### src/rtl/instr_bus_demux.sv
// instr_bus_demux: pipelined in-order demux from the core instruction port to NUM_SLAVES instruction memories.
module instr_bus_demux #(
  parameter int NUM_SLAVES = 2,
  parameter int MAX_OUTSTANDING = 2,
  parameter logic [NUM_SLAVES*32-1:0] SLAVE_BASE = {32'h0001_0000, 32'h0000_0000},
  parameter logic [NUM_SLAVES*32-1:0] SLAVE_MASK = {32'hFFFF_0000, 32'hFFFF_C000}
) (
  input  logic                    clk,
  input  logic                    rst_n,
  input  logic                    core_req,
  input  logic [31:0]             core_addr,
  output logic                    core_gnt,
  output logic                    core_rvalid,
  output logic [31:0]             core_rdata,
  output logic [6:0]              core_rdata_intg,
  output logic                    core_err,
  output logic [NUM_SLAVES-1:0]   slv_req,
  output logic [NUM_SLAVES*32-1:0] slv_addr,
  input  logic [NUM_SLAVES-1:0]   slv_gnt,
  input  logic [NUM_SLAVES-1:0]   slv_rvalid,
  input  logic [NUM_SLAVES*32-1:0] slv_rdata,
  input  logic [NUM_SLAVES*7-1:0] slv_rdata_intg,
  input  logic [NUM_SLAVES-1:0]   slv_err,
  output logic [2:0]              outstanding_o,
  output logic                    spurious_rvalid_o
);
  localparam int TW = $clog2(NUM_SLAVES + 1);
  localparam logic [TW-1:0] ERR = TW'(NUM_SLAVES);
  logic [2:0] cnt;
  logic [TW-1:0] cur_tgt, sel;
  logic err_pend, elig;
  logic [NUM_SLAVES-1:0] owned;
  // Descending scan so the lowest matching slave wins.
  always_comb begin
    sel = ERR;
    for (int i = NUM_SLAVES - 1; i >= 0; i--)
      if ((core_addr & SLAVE_MASK[i*32 +: 32]) == SLAVE_BASE[i*32 +: 32]) sel = TW'(i);
  end
  // A target switch waits until every earlier transaction is answered, keeping responses in order.
  assign elig = core_req & (cnt < 3'(MAX_OUTSTANDING)) & (cnt == 3'd0 | sel == cur_tgt);
  always_comb begin
    slv_req = '0;
    slv_addr = '0;
    core_gnt = elig & (sel == ERR);
    for (int i = 0; i < NUM_SLAVES; i++)
      if (sel == TW'(i)) begin
        slv_req[i] = elig;
        slv_addr[i*32 +: 32] = core_req ? core_addr : 32'h0;
        core_gnt = elig & slv_gnt[i];
      end
  end
  always_comb begin
    owned = '0;
    core_rvalid = (cur_tgt == ERR) & err_pend;
    core_err = (cur_tgt == ERR) & err_pend;
    core_rdata = '0;
    core_rdata_intg = '0;
    for (int i = 0; i < NUM_SLAVES; i++)
      if (cur_tgt == TW'(i) && cnt != 3'd0) begin
        owned[i] = 1'b1;
        core_rvalid = slv_rvalid[i];
        core_rdata = slv_rdata[i*32 +: 32];
        core_rdata_intg = slv_rdata_intg[i*7 +: 7];
        core_err = slv_err[i];
      end
  end
  always_ff @(posedge clk or negedge rst_n) begin
    if (!rst_n) begin
      cnt <= '0;
      cur_tgt <= '0;
      err_pend <= 1'b0;
      spurious_rvalid_o <= 1'b0;
    end else begin
      cnt <= cnt + {2'b0, core_gnt} - {2'b0, core_rvalid};
      if (core_gnt) cur_tgt <= sel;
      err_pend <= core_gnt & (sel == ERR);
      spurious_rvalid_o <= spurious_rvalid_o | (|(slv_rvalid & ~owned));
    end
  end
  assign outstanding_o = cnt;
endmodule

### config.mk
export PLATFORM = sky130hd
export DESIGN_NAME = instr_bus_demux
export DESIGN_NICKNAME = d
export VERILOG_FILES = /design/src/rtl/instr_bus_demux.sv
export SDC_FILE = /design/constraint.sdc
export NUM_CORES = 1
export LEC_CHECK = 0
export ABC_AREA = 0
export CAP_MARGIN = 20
export CORE_AREA = 4 4 86 88
export DETAILED_ROUTE_END_ITERATION = 7
export DIE_AREA = 0 0 90 92
export DONT_BUFFER_PORTS = 1
export PLACE_DENSITY_LB_ADDON = 0.15
export SLEW_MARGIN = 0
export SYNTH_ARGS = -nofsm -noshare
export SYNTH_HDL_FRONTEND = slang
export SYNTH_SLANG_ARGS = --single-unit
### constraint.sdc
create_clock -name clk -period 2.45 [get_ports clk]
set_clock_uncertainty 0.2 [all_clocks]
set_input_delay 0.245 -clock clk [delete_from_list [all_inputs] [get_ports clk]]
set_output_delay 0.245 -clock clk [all_outputs]
set_load 0.005 [all_outputs]
==> metrics.cfg, run 1 <==
[power_and_ir_drop]
p_sw_uw = 726
total_power_uw = 1510
power_density_nw_per_um2 = 832
comb_power_share_pct = 75.9
p_leak_uw = 0.000736
ir_drop_mv = 0.420
power.internal_uw = 783
p_seq_share_pct = 13.6
p_sw_share_pct = 48.1
clkPwrFrac_pct = 10.5

[clock_tree]
ctsRootBufferMaster = clkbuf_8
path_clk_slew_ns = 0.04
cts_tree = built
cts_htree_levels = 1
clk_latency_ns = 0.22
cts_buffers = 3
post_cts_buffers = 0
clockBufferDepth = 2
clock_sinks = 7

[placement]
dpl_cell_area_sq_um = 1660
dp_hpwl_microns = 4770
numPortBuffers = 0
globalplace.congestion = 0.817

[sta]
rsz0062_at_grt = false
final-hold-violation-count = 0
final.setup.tns_ns = 0
slew_violations = 0
fin_crit_ns = 2.32
max_freq_mhz = 431
period_share_pct = 94.8
finalSetupViolations = 0

[min_path]
min-delay-start = slv_gnt[1]
min_path_cells = 2
min_to = cur_tgt[0]
hp-class = primary input to flop

[routing]
drc = 0
highest_layer = met4
drt_iter0_markers = 49
drt-total-wl_microns = 5650
wl_per_cell_microns = 17.8
vias_per_cell = 4.87
wl_met1_microns = 1830
firstDrtPassIters = 4
wl_met2_microns = 3140
vias = 1545
ant_nets = 0
met3_length_microns = 665

[global_routing]
grt_use_total_pct = 11.4
grt-ovfl-total = 0
grt_pass1_wl_microns = 7790
antenna_found_initial = 0
grt_start_max_net_pins = 41
grt_pass1_vias = 1449

[setup_path]
crit_fanout = 10
crit_required_ns = 2.41
critPathKind = flop to flop
worstPathArrival_ns = 2.28
crit_path_frequent_cell = buf_4
crit_buf_inv = 4
cp-end-kind = flop
critPathMaxStageDelay_ns = 0.55
timing.rr.end = spurious_rvalid_o
cp_slowest_cell = dlygate4sd3_1
r2r_start = outstanding_o[1]
rr_worst_depth = 8
critPathTopFamily = buffers and inverters
start_kind = flop
path_cells = buf_4, or3_4, buf_4, nand2_4, buf_12, nor3_1, o21bai_1, dlygate4sd3_1
rrSetupSlack_ns = 0.13
startpoint = outstanding_o[1]

[yosys]
synth_ff_type = dfrtp_1
synth_edf_count = 0
ys_seq_area_share_pct = 10.5
async_flop_share_pct = 100
synth-seq-cells = 7
synthDistinctLibCells = 35
synth_area_per_cell_sq_um = 7.20
syn-cell-area_sq_um = 1660
yosysWarnings = 0
synth_cells = 231

[floorplanning]
die_w_microns = 90
core_sq_um = 6640
ios = 231
die_y_microns = 92
start_util_pct = 25.0
die-area_sq_um = 8280
rows = 30

[layout]
drive_above_1_share_pct = 13.1
fin_area_sq_um = 1810
layout_commonest_cell = nor2_1
n_antenna_cell = 0
nets = 361
area_growth_pct = 9.03
mostFrequentLayoutCells = nor2_1, mux2i_1, conb_1, and2_1, buf_4

[run_status]
status = finished, final reports clean

[run]
cap_violations = 0

==> repair_timing <==
action | 4_1_cts | 5_1_grt
hold endpoints to repair | 8 | 0
resized for setup | 0 | 8
setup endpoints to repair | 0 | 3
hold buffers | 3 | 0
==> registers in the layout, indices dropped and copies added, names as in the netlist <==
signal             count
cur_tgt                2
err_pend               1
outstanding_o          3
spurious_rvalid_o      1
==> worst max-delay path by stage <==
stage,cells past startpoint,slack [ns],endpoint
4_1_cts,8,0.07,spurious_rvalid_o
6_report,8,0.13,spurious_rvalid_o
5_1_grt,8,0.02,spurious_rvalid_o
3_3_place_gp,9,0.1,outstanding_o[2]
3_5_place_dp,9,0.08,outstanding_o[2]
2_1_floorplan,9,0.05,outstanding_o[2]
==> cells in the mapped netlist (2+ instances only) <==
cell | number | area share [%]
nor2_1 | 45 | 10
mux2i_1 | 39 | 23
buf_4 | 34 | 15
and2_1 | 31 | 12
dfrtp_1 | 7 | 11
inv_1 | 7 | 1.6
buf_2 | 6 | 1.8
nand2_1 | 6 | 1.4
a21oi_1 | 5 | 1.5
clkbuf_1 | 5 | 1.1
nor3_1 | 5 | 1.5
o21ai_0 | 4 | 1.2
a22oi_1 | 3 | 1.4
a31oi_1 | 3 | 1.1
ha_1 | 3 | 2.3
nand3_1 | 3 | 0.90
nor4_2 | 3 | 2.3
o21ai_1 | 3 | 0.90
buf_6 | 2 | 1.4
or3_1 | 2 | 0.75
==> power groups by stage <==
stage | clock (uW) | combinational (uW) | sequential [uW]
after floorplan | 0 | 767 | 194
after global placement | 0 | 1030 | 201
after detailed placement | 0 | 996 | 201
after CTS | 166 | 1010 | 200
after global routing | 178 | 1280 | 210
final | 158 | 1150 | 205
==> kinds of logic after synthesis <==
group,share of synthesized area (%)
fa+ha+maj,3.46
flops,10.5
compound gates,8.88
buf+inv,21.2
xor+xnor,0.527
other cells,0.226
mux,23.5
simple gates,31.7
==> final cells by class <==
| class | count | area, sq um |
|---|---|---|
| repair buffers | 17 | 183 |
| inverters | 7 | 26.3 |
| flip-flops and latches | 7 | 178 |
| clock buffers | 4 | 45.0 |
| fillers | 734 | 4830 |
| well taps | 80 | 100 |
| multi-input cells | 202 | 1280 |
==> per-layer routing <==
metal | GRT usage (%) | up-vias
met5 | 0 | -
met4 | 1.53 | 0
met3 | 4.02 | 2
met2 | 22.5 | 134
met1 | 11.7 | 689
li1 | - | 720
==> per-stage QoR <==
step / std cells / setup slack [ns] / util [%] / hold WS [ns]
global placement: 308 / 0.0983 / 25.0 / -0.250
global route: 317 / 0.0208 / 27.3 / 0.0419
floorplan: 263 / 0.0459 / - / -0.251
CTS: 315 / 0.0683 / 26.1 / 0.0183
finish: 317 / 0.128 / 27.3 / 0.0209
detailed placement: 308 / 0.0796 / 25.0 / -0.250
Note: power is estimated with default switching activity, not from simulation.
==> run 2, diff against run 1 <==
--- a/config.mk
+++ b/config.mk
@@ -16,3 +16,4 @@
 export SYNTH_ARGS = -nofsm -noshare
 export SYNTH_HDL_FRONTEND = slang
 export SYNTH_SLANG_ARGS = --single-unit
+export TNS_END_PERCENT = 30
==> results of run 2 <==
The final DEF is identical to that of run 1; final timing and power are the same.
